===== src/rtl/decode_stage.sv =====
`default_nettype none
// ============================================================================
// Module   : decode_stage
// Purpose  : 16-bit instruction decode with 8x16 register file, write-back
//            bypass and two-word immediate instructions.
// Revision : 1.0 - initial release
// ============================================================================
module decode_stage (
  input  logic        clk,
  input  logic        reset,
  input  logic [15:0] instr_in,
  input  logic        instr_valid,
  input  logic        stall,
  input  logic        flush,
  input  logic        wb_en,
  input  logic [2:0]  wb_addr,
  input  logic [15:0] wb_data,
  output logic        valid_out,
  output logic [4:0]  opcode_out,
  output logic [2:0]  rdst_out,
  output logic [15:0] rs1_data,
  output logic [15:0] rs2_data,
  output logic [15:0] imm_out,
  output logic        has_imm
);

  typedef enum logic [0:0] {
    ST_DECODE   = 1'b0,
    ST_WAIT_IMM = 1'b1
  } state_t;

  state_t      r_state;
  logic [15:0] r_rf [8];
  logic [4:0]  r_pend_op;
  logic [2:0]  r_pend_rd;
  logic [15:0] r_pend_rs1;
  logic [15:0] r_pend_rs2;

  logic        w_accept;
  logic        w_is_imm;
  logic [15:0] w_rs1;
  logic [15:0] w_rs2;

  assign w_accept = instr_valid && !stall && !flush;
  assign w_is_imm = (instr_in[15:13] == 3'b110);

  // Same-cycle write-back is forwarded so the decode sees the newest value.
  assign w_rs1 = (wb_en && (wb_addr == instr_in[7:5])) ? wb_data : r_rf[instr_in[7:5]];
  assign w_rs2 = (wb_en && (wb_addr == instr_in[4:2])) ? wb_data : r_rf[instr_in[4:2]];

  always_ff @(posedge clk) begin
    if (reset) begin
      for (int i = 0; i < 8; i++) begin
        r_rf[i] <= 16'h0000;
      end
    end else if (wb_en) begin
      r_rf[wb_addr] <= wb_data;
    end
  end

  always_ff @(posedge clk) begin
    if (reset) begin
      r_state    <= ST_DECODE;
      valid_out  <= 1'b0;
      has_imm    <= 1'b0;
      opcode_out <= 5'd0;
      rdst_out   <= 3'd0;
      rs1_data   <= 16'h0000;
      rs2_data   <= 16'h0000;
      imm_out    <= 16'h0000;
      r_pend_op  <= 5'd0;
      r_pend_rd  <= 3'd0;
      r_pend_rs1 <= 16'h0000;
      r_pend_rs2 <= 16'h0000;
    end else if (flush) begin
      r_state   <= ST_DECODE;
      valid_out <= 1'b0;
      has_imm   <= 1'b0;
    end else if (!stall) begin
      if (!w_accept) begin
        valid_out <= 1'b0;
      end else if (r_state == ST_WAIT_IMM) begin
        // Second word is pure data; source values come from first-word accept.
        r_state    <= ST_DECODE;
        valid_out  <= 1'b1;
        has_imm    <= 1'b1;
        imm_out    <= instr_in;
        opcode_out <= r_pend_op;
        rdst_out   <= r_pend_rd;
        rs1_data   <= r_pend_rs1;
        rs2_data   <= r_pend_rs2;
      end else if (w_is_imm) begin
        r_state    <= ST_WAIT_IMM;
        valid_out  <= 1'b0;
        r_pend_op  <= instr_in[15:11];
        r_pend_rd  <= instr_in[10:8];
        r_pend_rs1 <= w_rs1;
        r_pend_rs2 <= w_rs2;
      end else begin
        valid_out  <= 1'b1;
        has_imm    <= 1'b0;
        imm_out    <= 16'h0000;
        opcode_out <= instr_in[15:11];
        rdst_out   <= instr_in[10:8];
        rs1_data   <= w_rs1;
        rs2_data   <= w_rs2;
      end
    end
  end

endmodule
`default_nettype wire


===== config.mk =====
export PLATFORM = sky130hd
export DESIGN_NAME = decode_stage
export DESIGN_NICKNAME = d
export VERILOG_FILES = /design/src/rtl/decode_stage.sv
export SDC_FILE = /design/constraint.sdc
export NUM_CORES = 1
export LEC_CHECK = 0
export CAP_MARGIN = 10
export CORE_MARGIN = 2
export CORE_UTILIZATION = 40
export DETAILED_ROUTE_END_ITERATION = 10
export PLACE_DENSITY_LB_ADDON = 0.15
export SYNTH_ARGS = -nofsm -noshare
export SYNTH_HDL_FRONTEND = slang
export SYNTH_SLANG_ARGS = --single-unit

===== constraint.sdc =====
create_clock -name clk -period 3.1 [get_ports clk]
set_input_delay 0.62 -clock clk [delete_from_list [all_inputs] [get_ports clk]]
set_output_delay 0.62 -clock clk [all_outputs]
set_load 0.005 [all_outputs]

==> out/qor.yml <==
diodes: 0
grt_pass1_vias: 7692
path_cells: "clkdlybuf4s50_1 -> or3b_2 -> nor3_2 -> or2_2"
yosysUniqueCellTypes: 32
finClkSkew_ns: 0.00507
synthCells: 981
die_h_um: 171
grt_max_degree: 100
final-setup-viol-count: 0
slowest_stage: "clkdlybuf4s50_1"
synth_top_area_share_pct: 34.3
slew_headroom_pct: 23.5
dr.pass1.iters: 5
period_share_pct: 69.6
power_density_nw_per_um2: 556
worstPathRequired_ns: 3.26
start_util_pct: 40.4
synthTopCellsByArea: "edfxtp_1 34%, dfxtp_1 18%, mux4_2 13%, and2_1 7.2%, a21oi_1 3.8%"
netlist_area_um2: 11200
drt_iter0_drc: 599
layout-drive-gt1-share_pct: 17.6
worst_pin_slew_ns: 1.15
hold_end: "imm_out[0]"
critPathTopFamily: "simple AND/OR/NAND/NOR gates"
antenna_found_initial: 0
finalCriticalPeriod_ns: 2.16
rrSetupSlack_ns: 1.17
synth_top_area_cell: "edfxtp_1"
rsz0062_at_grt: "no"
viasPerCell: 5.53
ctsHoldBuffers: 0
max_stage_delay_ns: 0.56
ant_nets: 0
drc_errors: 0
hpwl_mm: 19.0
cts_max_level: 1
gp_congestion: 0.754
wl_mm: 30.0
rows: 61
ios: 99
rr_endpoint: "rs1_data[7]"
r2r_cells: 6
syn_nets: 1022
finalHoldViolations: 0
synth.avg_cell_area_um2: 11.4
clkSinkCount: 227
whs_path_depth: 2
clk_latency_ns: 0.52
vdd_ir_drop_max_uv: 345
synth_warnings: 0
final_cell_mix: "128 x and2_1, 128 x edfxtp_1, 98 x dfxtp_1"
clkTransAtPathRegs_ns: 0.06
start_kind: "input port"
final_cells: 1427
clock.fmax_mhz: 463
die_w_um: 171
cp_num_cells: 4
final_util_pct: 48.4
cp_num_buf_inv: 1
core_um2: 27700
setup_tns_ns: 0
drv_slew: 0
rr_startpoint: "r_state"
cp_max_fo: 16
cts_buffers: 25
synth-seq-cells: 227
crit_arrival_ns: 2.32
cp-end-kind: "flop"
cap_viol_max_count: 0
io_buffers: 98
power.leakage_nw: 4.61
grt-ovfl-total: 0
critPathKind: "in -> reg"
yosysSeqAreaShare_pct: 52.0
post-place-cells: 1382
wl_per_cell_um: 21.0
die_area_um2: 29300
grt_first_pass_wirelength_mm: 46.6
grt_usage_pct: 20.7
vias: 7892
area_growth_pct: 19.7
clockBufferDepth: 3
post_cts_buffers: 0
hold_path.class: "reg -> reg"
post_cts_resized: 0
cts_tree: "done"
root_buffer: "clkbuf_16"
final_nets: 1072
status: "finished, final reports clean"
hold_start: "imm_out[0]"
## worst min-delay path, cell delays in order, from the launching register on
cell and delay [ns]:
dfxtp_1 0.31, nand2_1 0.05, a21oi_1 0.05
## synthesized netlist by cell type (all sizes together)
cell	n
nand4bb	1
a31oi	32
mux2i	8
nor3	4
nand4	2
or2	8
xnor2	6
nand3	80
nand2	62
and4	2
clkbuf	61
nor4	1
mux4	64
a211oi	41
and4bb	1
and2	128
nand3b	1
mux2	32
dfxtp	99
nor3b	2
nand2b	2
a21oi	86
nor2	53
and3	32
buf	43
edfxtp	128
or3b	2
## worst max path at each step
stage,from,to,slack [ns]
after floorplan,reset,r_rf[3][0],0.94
after global placement,wb_en,r_rf[0][8],0.40
after CTS,wb_en,r_rf[0][13],0.95
after detailed placement,wb_en,r_rf[0][10],0.40
after global routing,flush,opcode_out[2],0.80
final,wb_en,r_rf[0][11],0.94
## area by class of cell
type | instances | area [um2]
Fill cell | 2475 | 14300
Multi-Input combinational cell | 650 | 4920
Clock buffer | 25 | 626
Sequential cell | 227 | 5830
Clock inverter | 20 | 278
Timing Repair Buffer | 127 | 1280
Tap cell | 378 | 473
## through the flow
step	worst slack (ns)	power, mW	hold WS [ns]	cell area (um2)
2_1_floorplan	0.942	3.92	0.436	11200
3_3_place_gp	0.400	4.23	0.440	12500
3_5_place_dp	0.401	4.24	0.442	12500
4_1_cts	0.951	7.51	0.451	13400
5_1_grt	0.803	7.71	0.476	13400
6_report	0.942	7.45	0.449	13400
## state kept, by name (all words and copies together) (netlist names)
signal	flops
r_pend_rd	3
r_pend_op	5
valid_out	1
opcode_out	5
r_state	1
rdst_out	3
r_pend_rs2	16
r_pend_rs1	16
rs1_data	16
has_imm	1
rs2_data	16
imm_out	16
r_rf	128
## per-layer routing
layer / wire length (um) / GRT usage (%)
met3: 1660 / 2.99
met1: 15000 / 32.2
met2: 13100 / 30.8
met4: 332 / 4.16
met5: 0 / 0
## report_power, final
part	internal [mW]	switching, mW	total (mW)
Combinational	0.369	0.421	0.790
Clock	2.05	1.22	3.27
Sequential	3.32	0.0695	3.39
Total	5.74	1.71	7.45
## cells by family (layout without fill, tap and decap cells)
family | Yosys count | after routing | synth area share, %
buffers and inverters | 104 | 172 | 4.19
AO/OA/AOI/OAI | 159 | 159 | 8.38
flip-flops | 227 | 227 | 52.0
multiplexers | 104 | 104 | 16.8
AND/OR/NAND/NOR | 381 | 381 | 18.1
XOR/XNOR | 6 | 6 | 0.469
No activity file was read; power rests on OpenSTA's default activity.
